$ cat src/rtl/conv2_pkg.sv
// Shared constants and types for the conv2 window sequencer.
// Geometry, data widths and the FSM state encoding live here.
package conv2_pkg;

    localparam int unsigned IN_W     = 12;
    localparam int unsigned IN_H     = 12;
    localparam int unsigned K        = 5;
    localparam int unsigned NUM_FILT = 3;
    localparam int unsigned DW       = 14;
    localparam int unsigned OW       = 12;

    localparam int unsigned OUT_W = IN_W - K + 1;
    localparam int unsigned OUT_H = IN_H - K + 1;

    // Row/column counter width and output coordinate width.
    localparam int unsigned CW = 4;
    localparam int unsigned PW = 3;

    typedef enum logic [1:0] {
        StIdle,
        StRun,
        StDrain,
        StDone
    } state_e;

endpackage

$ cat src/rtl/conv2_sched_if.sv
// Pixel-in / result-out handshake bundle for conv2_sched.
// The sequencer uses the slave view; the upstream/downstream side uses master.
interface conv2_sched_if;
    import conv2_pkg::*;

    logic                     pix_valid;
    logic                     pix_ready;
    logic                     out_valid;
    logic                     out_ready;
    logic [NUM_FILT*OW-1:0]   out_data;
    logic [PW-1:0]            out_row;
    logic [PW-1:0]            out_col;

    modport slave (
        input  pix_valid,
        output pix_ready,
        output out_valid,
        input  out_ready,
        output out_data,
        output out_row,
        output out_col
    );

    modport master (
        output pix_valid,
        input  pix_ready,
        input  out_valid,
        output out_ready,
        input  out_data,
        input  out_row,
        input  out_col
    );

endinterface

$ cat src/rtl/conv2_bias_relu.sv
// Bias add followed by ReLU and saturation to a non-negative OW-bit result.
// Purely combinational; one instance per filter.
module conv2_bias_relu
    import conv2_pkg::*;
(
    input  logic [DW-1:0] conv_i,
    input  logic [DW-1:0] bias_i,
    output logic [OW-1:0] res_o
);

    localparam logic [OW-1:0] ResMax = {1'b0, {(OW-1){1'b1}}};

    logic signed [DW:0] sum;

    always_comb begin
        sum = $signed({conv_i[DW-1], conv_i}) + $signed({bias_i[DW-1], bias_i});
        if (sum[DW]) begin
            res_o = '0;
        end else if (|sum[DW-1:OW-1]) begin
            // Non-negative sum with any bit at or above 2^(OW-1) exceeds the max.
            res_o = ResMax;
        end else begin
            res_o = sum[OW-1:0];
        end
    end

endmodule

$ cat src/rtl/conv2_sched.sv
// Conv2 window sequencer: tracks raster position, strobes win_valid per complete
// 5x5 window and registers bias+ReLU results for the pool2 handshake.
module conv2_sched
    import conv2_pkg::*;
(
    input  logic                   clk,
    input  logic                   rst,
    input  logic                   start_i,
    output logic                   win_valid_o,
    input  logic [NUM_FILT*DW-1:0] conv_in_i,
    input  logic [NUM_FILT*DW-1:0] bias_i,
    output logic                   busy_o,
    output logic                   done_o,
    conv2_sched_if.slave           io
);

    state_e                 state_q;
    logic                   busy_q, done_q;
    logic [CW-1:0]          row_q, row_d;
    logic [CW-1:0]          col_q, col_d;
    logic                   win_q, win_d;
    logic [PW-1:0]          pend_row_q, pend_row_d;
    logic [PW-1:0]          pend_col_q, pend_col_d;
    logic                   out_valid_q, out_valid_d;
    logic [NUM_FILT*OW-1:0] out_data_q, out_data_d;
    logic [PW-1:0]          out_row_q, out_row_d;
    logic [PW-1:0]          out_col_q, out_col_d;

    logic                   stall;
    logic                   pix_ready;
    logic                   accept;
    logic                   last_pix;
    logic                   win_pix;
    logic [NUM_FILT*OW-1:0] res;

    // Holding off input while a result is stuck guarantees a free output slot
    // at every win_valid cycle.
    assign stall     = out_valid_q && !io.out_ready;
    assign pix_ready = (state_q == StRun) && !win_q && !stall;
    assign accept    = pix_ready && io.pix_valid;
    assign last_pix  = (row_q == CW'(IN_H - 1)) && (col_q == CW'(IN_W - 1));
    assign win_pix   = (row_q >= CW'(K - 1)) && (col_q >= CW'(K - 1));

    for (genvar f = 0; f < NUM_FILT; f++) begin : g_filt
        conv2_bias_relu u_bias_relu (
            .conv_i (conv_in_i[f*DW +: DW]),
            .bias_i (bias_i[f*DW +: DW]),
            .res_o  (res[f*OW +: OW])
        );
    end

    always_ff @(posedge clk) begin
        if (rst) begin
            state_q <= StIdle;
            busy_q  <= 1'b0;
            done_q  <= 1'b0;
        end else begin
            case (state_q)
                StIdle: begin
                    if (start_i) begin
                        state_q <= StRun;
                        busy_q  <= 1'b1;
                    end
                end
                StRun: begin
                    if (accept && last_pix) begin
                        state_q <= StDrain;
                    end
                end
                StDrain: begin
                    if (!win_q && !out_valid_q) begin
                        state_q <= StDone;
                        busy_q  <= 1'b0;
                        done_q  <= 1'b1;
                    end
                end
                StDone: begin
                    state_q <= StIdle;
                    done_q  <= 1'b0;
                end
                default: begin
                    state_q <= StIdle;
                    busy_q  <= 1'b0;
                    done_q  <= 1'b0;
                end
            endcase
        end
    end

    always_comb begin
        row_d      = row_q;
        col_d      = col_q;
        win_d      = 1'b0;
        pend_row_d = pend_row_q;
        pend_col_d = pend_col_q;
        if ((state_q == StIdle) && start_i) begin
            row_d = '0;
            col_d = '0;
        end else if (accept) begin
            if (col_q == CW'(IN_W - 1)) begin
                col_d = '0;
                row_d = row_q + CW'(1);
            end else begin
                col_d = col_q + CW'(1);
            end
            if (win_pix) begin
                win_d      = 1'b1;
                pend_row_d = PW'(row_q - CW'(K - 1));
                pend_col_d = PW'(col_q - CW'(K - 1));
            end
        end
    end

    always_comb begin
        out_valid_d = out_valid_q;
        out_data_d  = out_data_q;
        out_row_d   = out_row_q;
        out_col_d   = out_col_q;
        if (win_q) begin
            out_valid_d = 1'b1;
            out_data_d  = res;
            out_row_d   = pend_row_q;
            out_col_d   = pend_col_q;
        end else if (io.out_ready) begin
            out_valid_d = 1'b0;
        end
    end

    always_ff @(posedge clk) begin
        if (rst) begin
            row_q       <= '0;
            col_q       <= '0;
            win_q       <= 1'b0;
            pend_row_q  <= '0;
            pend_col_q  <= '0;
            out_valid_q <= 1'b0;
            out_data_q  <= '0;
            out_row_q   <= '0;
            out_col_q   <= '0;
        end else begin
            row_q       <= row_d;
            col_q       <= col_d;
            win_q       <= win_d;
            pend_row_q  <= pend_row_d;
            pend_col_q  <= pend_col_d;
            out_valid_q <= out_valid_d;
            out_data_q  <= out_data_d;
            out_row_q   <= out_row_d;
            out_col_q   <= out_col_d;
        end
    end

    assign io.pix_ready = pix_ready;
    assign io.out_valid = out_valid_q;
    assign io.out_data  = out_data_q;
    assign io.out_row   = out_row_q;
    assign io.out_col   = out_col_q;
    assign win_valid_o  = win_q;
    assign busy_o       = busy_q;
    assign done_o       = done_q;

endmodule

$ cat src/flat_wrapper.sv
// flat-port wrapper written by rule: the top's interface ports become plain ports
module conv2_sched_flat import conv2_pkg::*;
  (clk, rst, start_i, win_valid_o, conv_in_i, bias_i, busy_o, done_o, io_pix_valid, io_pix_ready, io_out_valid, io_out_ready, io_out_data, io_out_row, io_out_col);
  conv2_sched_if io_i ();
  input  logic clk;
  input  logic rst;
  input  logic start_i;
  output logic win_valid_o;
  input  logic [NUM_FILT*DW-1:0] conv_in_i;
  input  logic [NUM_FILT*DW-1:0] bias_i;
  output logic busy_o;
  output logic done_o;
  input wire logic [$bits(io_i.pix_valid)-1:0] io_pix_valid;
  output wire logic [$bits(io_i.pix_ready)-1:0] io_pix_ready;
  output wire logic [$bits(io_i.out_valid)-1:0] io_out_valid;
  input wire logic [$bits(io_i.out_ready)-1:0] io_out_ready;
  output wire logic [$bits(io_i.out_data)-1:0] io_out_data;
  output wire logic [$bits(io_i.out_row)-1:0] io_out_row;
  output wire logic [$bits(io_i.out_col)-1:0] io_out_col;
  assign io_i.pix_valid = io_pix_valid;
  assign io_pix_ready = io_i.pix_ready;
  assign io_out_valid = io_i.out_valid;
  assign io_i.out_ready = io_out_ready;
  assign io_out_data = io_i.out_data;
  assign io_out_row = io_i.out_row;
  assign io_out_col = io_i.out_col;
  conv2_sched u_core (.clk(clk), .rst(rst), .start_i(start_i), .win_valid_o(win_valid_o), .conv_in_i(conv_in_i), .bias_i(bias_i), .busy_o(busy_o), .done_o(done_o), .io(io_i));
endmodule
$ cat config.mk
export PLATFORM = sky130hd
export DESIGN_NAME = conv2_sched_flat
export DESIGN_NICKNAME = d
export VERILOG_FILES = /design/src/rtl/conv2_pkg.sv /design/src/rtl/conv2_sched_if.sv /design/src/rtl/conv2_bias_relu.sv /design/src/rtl/conv2_sched.sv /design/src/flat_wrapper.sv
export SDC_FILE = /design/constraint.sdc
export NUM_CORES = 1
export LEC_CHECK = 0
export BUFFER_PORTS_ARGS = -buffer_cell sky130_fd_sc_hd__buf_2
export CAP_MARGIN = 30
export CORE_MARGIN = 1.5
export CORE_UTILIZATION = 37
export DETAILED_ROUTE_END_ITERATION = 8
export PLACE_DENSITY = 0.58
export SLEW_MARGIN = 20
export SYNTH_ARGS = -nofsm -noshare
export SYNTH_HDL_FRONTEND = slang
export SYNTH_SLANG_ARGS = --single-unit
$ cat constraint.sdc
create_clock -name clk -period 7.2 [get_ports clk]
set_input_delay 2.16 -clock clk [delete_from_list [all_inputs] [get_ports clk]]
set_output_delay 2.16 -clock clk [all_outputs]
set_load 0.02 [all_outputs]
==> impl_metrics.ini, run 1 <==
[routing]
avgRoutedWirePerCell_um = 13.66
route.vias.total = 4458
final_antenna_net_count = 0
drtIter0Drc = 222
drc_errors = 0
first_pass_iters = 4
routed_wl_mm = 11.31
via_per_inst = 5.384

[worst_setup_path]
cp_max_fo = 2
startpoint = io_out_ready
worst_setup_path_start_kind = input pin
cp_common_cell = buf_2
crit_family = buffers and inverters
cp_num_cells = 5
path_cells = buf_2, inv_2, a21oi_1, and2_1, buf_2
required_ps = 5040
slowest_stage = and2_1
r2r-start = u_core.win_valid_o
rrSetupSlack_ps = 4570
reg2reg_depth = 6
crit_type = input pin to output port
critPathBufInv = 3
crit_path_end_kind = output port
crit_end = io_pix_ready
cp_data_arrival_time_ps = 2750
critical_path.max_stage_delay_ps = 190
r2r-end = u_core.io.out_data[32]

[global_routing]
antenna_found_initial = 0
grt_pass1_wl_mm = 18.71
grt.overflow.total = 0
grt_start_max_net_pins = 37
grt_util_met3 = 0.04410
grtUsageMet1 = 0.2394
track_usage = 0.1743
first_global_vias = 4053
use_met2 = 0.2755
busiest_layer = met2

[die]
core_mm2 = 0.01196
row_count = 40
die_y_um = 113.5
ioPinCount = 136
die-area_mm2 = 0.01288
die_w_um = 113.5
floorplan.initialDensity = 0.3777

[flow_run]
maxCapViolCount = 0

[synthesis]
synth.top_cells.by_area = dfxtp_1 (27%), ha_1 (13%), nand2_1 (5.2%)
seq_area_frac_synth = 0.2747
synthArstFlopShare = 0
yosysTopAreaCell = dfxtp_1
ys.flop_type = dfxtp_1
synth_cell_types = 64
syn_nets = 690
syn_area_mm2 = 0.004518
synthDominantCellAreaShare = 0.2747
ys_ff_latch = 62
avgSynthCellArea_um2 = 8.215
syn_inst = 550
yosys_warnings = 0
synth_edf_count = 0

[layout]
antenna_cells = 0
nets = 817
synthToLayoutAreaGrowth_pct = 24.76
fillers = 1201
fin_area_mm2 = 0.005637
drive_gt1_frac = 0.2408

[placed_design]
hpwlAfterDp_mm = 8.843
routabilityCongestion = 0.8683
port_buffers = 135
place_area_mm2 = 0.005300

[timing]
skew_ps = 9.398
setup_viol = 0
max_clock_freq_mhz = 203.8
fin_crit_sh = 0.6814
fin_crit_ps = 4906
slew_headroom = 0.4543
rsz0062_at_grt = false
fin_tns_setup_ps = 0
slew_violations = 0
worst_pin_slew_ps = 818.6
hold_viol = 0

[pwr]
power_density_mw_per_mm2 = 208.5
leakagePower_nw = 2.563
irDropWorstVdd_mv = 0.1169

[clock_tree]
cts.root.buffer_cell = clkbuf_16
cts_max_level = 3
postCtsSetupRepairBufs = 0
cts_buffer_depth = 2
clk_latency_ps = 320
cts_buffers = 9
cts_hold_buf = 0
clkSinkCount = 62
clk_pin_slew_ps = 50
cts_tree = done
cts.repair.resized = 0

[outcome]
status = complete, no violations

[worst_hold_path]
hp-class = flip-flop to flip-flop
min-delay-start = u_core.io.out_data[20]
-- logic make-up (layout without fill, tap and decap cells) --
family / after synthesis / count (layout) / share of synthesized area
AND/OR/NAND/NOR: 175 / 175 / 0.1778
AO/OA/AOI/OAI: 178 / 178 / 0.2789
flip-flops: 62 / 62 / 0.2747
adder cells (fa/ha/maj): 51 / 51 / 0.1462
multiplexers: 12 / 12 / 0.02714
XOR/XNOR: 30 / 30 / 0.05816
buffers and inverters: 42 / 173 / 0.03711
-- layout make-up --
cell class,count,area [um^2],area share
Clock buffer,12,256.5,0.04550
Timing Repair Buffer,140,708.2,0.1256
Tap cell,147,183.9,0.03263
Sequential cell,62,1241,0.2202
Multi-Input combinational cell,446,3112,0.5521
Clock inverter,3,67.56,0.01199
Inverter,18,67.56,0.01199
-- cells in the mapped netlist, types with 12 or more instances --
cell / count
nand2_1: 63
dfxtp_1: 62
nor2_1: 50
ha_1: 48
o21ai_0: 41
a21oi_1: 35
a211oi_1: 27
xnor2_1: 21
inv_1: 17
clkbuf_1: 15
nand3_1: 14
a221o_1: 12
-- worst min path at each step --
stage                              to  slack (ps)  depth (start not counted)
6_report       u_core.io.out_data[20]         450                          2
5_1_grt        u_core.io.out_data[12]         470                          2
4_1_cts        u_core.io.out_data[20]         450                          2
3_5_place_dp   u_core.io.out_data[20]         440                          2
3_3_place_gp   u_core.io.out_data[17]         430                          2
2_1_floorplan    u_core.pend_col_q[0]         440                          2
-- metal layers --
metal	vias up	routed length, um
met5	-	0
met4	0	91
met3	12	562
met2	105	5199
li1	2298	-
met1	2043	5459
-- through the flow --
step / setup WS [ps] / std cells / hold slack [ps] / util / total power, mW
detailed placement: 2292 / 811 / 438.2 / 0.4431 / 0.7121
global route: 2219 / 828 / 472.0 / 0.4712 / 1.245
global placement: 2307 / 810 / 429.8 / 0.4427 / 0.7047
CTS: 2293 / 826 / 449.8 / 0.4702 / 1.185
floorplan: 2453 / 550 / 436.0 / - / 0.6246
finish: 2294 / 828 / 446.9 / 0.4712 / 1.175
-- report_power, final --
part / total (mW) / leakage [nW] / internal, mW / switching (mW)
logic: 0.342 / 1.91 / 0.146 / 0.196
clock network: 0.467 / 0.155 / 0.320 / 0.147
registers: 0.366 / 0.500 / 0.355 / 0.0106
total: 1.18 / 2.56 / 0.821 / 0.354
-- registers in the layout, indices dropped and copies added (netlist names), 2 cells and up --
signal and cells:
u_core.state_q 2, u_core.pend_row_q 3, u_core.io.out_col 3, u_core.io.out_data 36, u_core.row_q 4, u_core.pend_col_q 3, u_core.col_q 4, u_core.io.out_row 3
-- layout by cell type (no fill, tap or decap), types with 3 or more instances in the layout --
master / count
o211a_1: 6
o21a_1: 4
mux2i_1: 10
nor3_1: 10
buf_2: 137
o2111a_1: 5
inv_1: 17
o211ai_1: 6
a211o_1: 3
xor2_1: 9
xnor2_1: 21
a221o_1: 12
or3_1: 3
nand4_1: 4
nor2b_1: 8
a21o_1: 6
nand3_1: 14
nor2_1: 49
ha_1: 48
a21oi_1: 35
o2111ai_1: 6
nand2b_1: 3
and3_1: 3
and2_1: 5
fa_1: 3
o21ai_0: 41
dfxtp_1: 62
buf_4: 3
nand2_1: 63
a211oi_1: 27
clkbuf_16: 9
-- worst min-delay path, stage by stage, from the launching register on --
cell and delay [ps]:
dfxtp_1 320, nand2_1 40, o21ai_0 50
Power figures use the tool's default switching activity.
==> inputs of run 2 (changes only) <==
Clock period 7.2 ns to 4.8 ns, I/O delays scaled along.
==> run 2 against run 1 <==
Compared with the run above:
- clock skew fell by 5.9 ps
- wire length increased by 2.4%
- count of clock-buffer cells in the layout decreased by 2
- final cell count stayed put
- total power grew 39%
==> impl_metrics.ini, run 2 (synthesized netlist as in run 1, its figures left out) <==
[layout]
largest_reg_flops = 36
utilization = 0.4663
antenna_cells = 0
final_cells = 828
nets = 816
synthToLayoutAreaGrowth_pct = 23.46
drive_gt1_frac = 0.2408
layout_common_cells = buf_2 (135), nand2_1 (63), dfxtp_1 (62)
final_common_cell = buf_2

[clock_tree]
cts_buffer_depth = 2
clkSinkCount = 62
cts.repair.resized = 0
cts_tree = done
postCtsSetupRepairBufs = 0
cts_buffers = 9
clk_pin_slew_ps = 50
cts_max_level = 3
cts.root.buffer_cell = clkbuf_16
clk_latency_ps = 320
cts_hold_buf = 0

[die]
die-area_mm2 = 0.01288
floorplan.initialDensity = 0.3777
die_y_um = 113.5
die_w_um = 113.5
row_count = 40
ioPinCount = 136
core_mm2 = 0.01196

[timing]
skew_ps = 3.526
slew_violations = 0
hold_viol = 0
slew_headroom = 0.4083
fin_crit_sh = 0.7741
fin_tns_setup_ps = 0
fin_hold_ws_ps = 450.7
setup_viol = 0
max_clock_freq_mhz = 269.1
fin_crit_ps = 3716
worst_pin_slew_ps = 887.6
rsz0062_at_grt = false

[routing]
routed_wl_mm = 11.59
drtIter0Drc = 256
drc_errors = 0
route.vias.total = 4491
final_antenna_net_count = 0
first_pass_iters = 4
via_per_inst = 5.424
avgRoutedWirePerCell_um = 14.00

[worst_setup_path]
worst_setup_path_start_kind = input pin
required_ps = 5000
cp_data_arrival_time_ps = 3920
crit_type = input pin to flip-flop
crit_path_end_kind = flip-flop
cp_max_fo = 11

[pwr]
power_density_mw_per_mm2 = 293.5
irDropWorstVdd_mv = 0.1782
p_sw_frac = 0.3283
combPwrFrac = 0.316
power_frac_seq = 0.336
internal_power_mw = 1.100
leakagePower_nw = 2.535
switchingPower_mw = 0.5375
clkPwrFrac = 0.348

[placed_design]
routabilityCongestion = 0.8292
hpwlAfterDp_mm = 9.182
port_buffers = 135
dp.cells = 812

[global_routing]
first_global_vias = 4087
grt_pass1_wl_mm = 18.94
grt.overflow.total = 0
grt_start_max_net_pins = 23
track_usage = 0.1770
antenna_found_initial = 0

[outcome]
status = complete, no violations

[worst_hold_path]
hp-class = flip-flop to flip-flop

[flow_run]
maxCapViolCount = 0
==> run 2: path summary, 6_finish.rpt <==
kind	startpoint	end	slack, ps	depth (start not counted)
max	conv_in_i[28]	u_core.io.out_data[30]	1080	9
min	u_core.io.out_data[7]	u_core.io.out_data[7]	450	2
max reg2reg	u_core.win_valid_o	u_core.io.out_data[30]	2090	5
min reg2reg	u_core.io.out_data[7]	u_core.io.out_data[7]	450	2
==> run 2: critical path: stages <==
cell	delay (ps)
buf_2	100
ha_1	210
fa_1	400
a21oi_1	240
o211ai_1	180
a221oi_2	340
mux2_2	380
o21a_1	320
a221o_1	310
==> run 2: metrics by stage <==
stage	setup WS, ps	total power, mW	cell area (um^2)
after floorplan	1059	0.9369	4518
after global placement	849.1	1.061	5303
after detailed placement	777.1	1.075	5310
after CTS	1105	1.653	5578
after global routing	870.8	1.744	5578
final	1084	1.637	5578
==> run 2: final cells by class <==
| class | instances | area [um^2] |
|---|---|---|
| inverter | 18 | 67.56 |
| timing repair buffer | 139 | 705.7 |
| multi-input combinational | 446 | 3112 |
| fill | 1195 | 6384 |
| clock inverter | 6 | 38.79 |
| tap | 147 | 183.9 |
| clock buffer | 10 | 229.0 |
| sequential | 62 | 1241 |
==> run 2: power groups by stage <==
stage	clock network, mW	logic [mW]	registers (mW)
floorplan	0	0.372	0.565
global placement	0	0.502	0.559
detailed placement	0	0.515	0.560
CTS	0.585	0.519	0.549
global route	0.611	0.581	0.552
finish	0.569	0.518	0.550
==> run 2: routing by layer <==
metal  track usage  up-vias  part of all wire
met3       0.03985        8             0.054
met5             0        -                 0
met2        0.2920      120              0.46
met4       0.04583        0            0.0088
met1        0.2346     2055              0.48
li1              -     2308                 -
==> inputs of run 3 (changes only) <==
Clock period 4.8 ns to 3.7 ns, I/O delays scaled along.
==> run 3 against run 2 <==
Compared with the run above:
- via count fell by 0.38%
- combinational power rose by 31%
- final cell count rose by 0.72%
- largest cell class unchanged
- largest power group unchanged
- core utilization rose by 0.62 points
- die area did not move
- sequential cell count did not move
- setup slack got worse by 810 ps
- clock power rose by 46%
- sequential power rose by 30%
- total power rose by 36%
==> impl_metrics.ini, run 3 (synthesized netlist as in run 1, its figures left out) <==
[pwr]
clkPwrFrac = 0.374
power_frac_seq = 0.321
combPwrFrac = 0.305
power_density_mw_per_mm2 = 393.2
irDropWorstVdd_mv = 0.2253
switchingPower_mw = 0.7157
p_sw_frac = 0.3220
internal_power_mw = 1.507
leakagePower_nw = 2.580

[routing]
first_pass_iters = 4
route.vias.total = 4474
drtIter0Drc = 177
avgRoutedWirePerCell_um = 13.84
final_antenna_net_count = 0
via_per_inst = 5.365
drc_errors = 0
routed_wl_mm = 11.55

[worst_setup_path]
crit_type = input pin to flip-flop
cp_data_arrival_time_ps = 3630
required_ps = 3900
cp_max_fo = 11
reg2reg_depth = 6
crit_path_end_kind = flip-flop
startpoint = conv_in_i[28]
worst_setup_path_start_kind = input pin
crit_end = u_core.io.out_data[27]
rrSetupSlack_ps = 1480
r2r-end = u_core.state_q[1]
r2r-start = u_core.win_valid_o

[layout]
drive_gt1_frac = 0.2489
synthToLayoutAreaGrowth_pct = 25.09
layout_common_cells = buf_2 (136), nand2_1 (63), dfxtp_1 (62)
antenna_cells = 0
utilization = 0.4725
nets = 822
largest_reg_flops = 36
final_common_cell = buf_2

[timing]
worst_pin_slew_ps = 748.4
slew_headroom = 0.5004
fin_hold_ws_ps = 453.2
fin_crit_sh = 0.9255
hold_viol = 0
rsz0062_at_grt = false
slew_violations = 0
skew_ps = 3.973
setup_viol = 0
fin_crit_ps = 3425
max_clock_freq_mhz = 292.0

[global_routing]
grt_start_max_net_pins = 26
grt.overflow.total = 0
antenna_found_initial = 0
track_usage = 0.1783
first_global_vias = 4145
grt_pass1_wl_mm = 19.06

[flow_run]
maxCapViolCount = 0

[die]
die_y_um = 113.5
core_mm2 = 0.01196
row_count = 40
ioPinCount = 136
die_w_um = 113.5
die-area_mm2 = 0.01288
floorplan.initialDensity = 0.3777

[clock_tree]
cts.repair.resized = 0
postCtsSetupRepairBufs = 0
clk_latency_ps = 320
clk_pin_slew_ps = 50
cts_max_level = 3
clkSinkCount = 62
cts.root.buffer_cell = clkbuf_16
cts_tree = done
cts_hold_buf = 0
cts_buffers = 9
cts_buffer_depth = 2

[outcome]
status = complete, no violations

[placed_design]
routabilityCongestion = 0.8277
hpwlAfterDp_mm = 9.188
port_buffers = 135

[worst_hold_path]
hp-class = flip-flop to flip-flop
min-delay-start = u_core.io.out_data[12]
-- run 3: worst max-delay path, cell delays in order --
cell and delay [ps]:
buf_2 100, ha_1 220, fa_1 410, a21oi_1 260, o211ai_1 200, a221oi_2 330, mux2_2 370, o21a_1 310
a221o_1 310
-- run 3: power by group through the flow --
stage,Combinational [mW],Sequential [mW],Clock [mW]
after floorplan,0.483,0.733,0
after global placement,0.660,0.725,0
after detailed placement,0.674,0.728,0
after CTS,0.679,0.714,0.854
after global routing,0.765,0.717,0.884
final,0.677,0.714,0.832
-- run 3: worst min path at each step --
stage / slack, ps / depth (start not counted) / to
final: 450 / 2 / u_core.io.out_data[12]
after global routing: 470 / 2 / u_core.io.out_data[19]
after CTS: 460 / 2 / u_core.io.out_data[7]
after detailed placement: 440 / 2 / u_core.io.out_data[7]
after global placement: 430 / 2 / u_core.io.out_data[17]
after floorplan: 440 / 2 / u_core.pend_col_q[0]
-- run 3: through the flow --
stage               area (um^2)  power, mW  setup WS (ps)  cells  TNS (ps)
floorplan                  4518      1.215          288.9    550         0
global placement           5348      1.386          63.61    817         0
detailed placement         5353      1.402         -35.29    818    -232.8
CTS                        5652      2.246          291.2    834         0
global route               5652      2.366          84.25    834         0
finish                     5652      2.222          275.5    834         0
-- run 3: metal layers --
metal | share of wire | vias to the layer above | GRT usage
met4 | 0.0090 | 0 | 0.04083
li1 | - | 2315 | -
met5 | 0 | - | 0
met3 | 0.053 | 11 | 0.04357
met2 | 0.46 | 99 | 0.2928
met1 | 0.47 | 2049 | 0.2372
-- run 3: layout make-up --
type,instances,area (um^2)
clock inverters,7,73.82
clock buffers,9,225.2
well taps,147,183.9
repair buffers,145,748.2
multi-input cells,446,3112
inverters,18,67.56
flip-flops and latches,62,1241
fillers,1151,6310
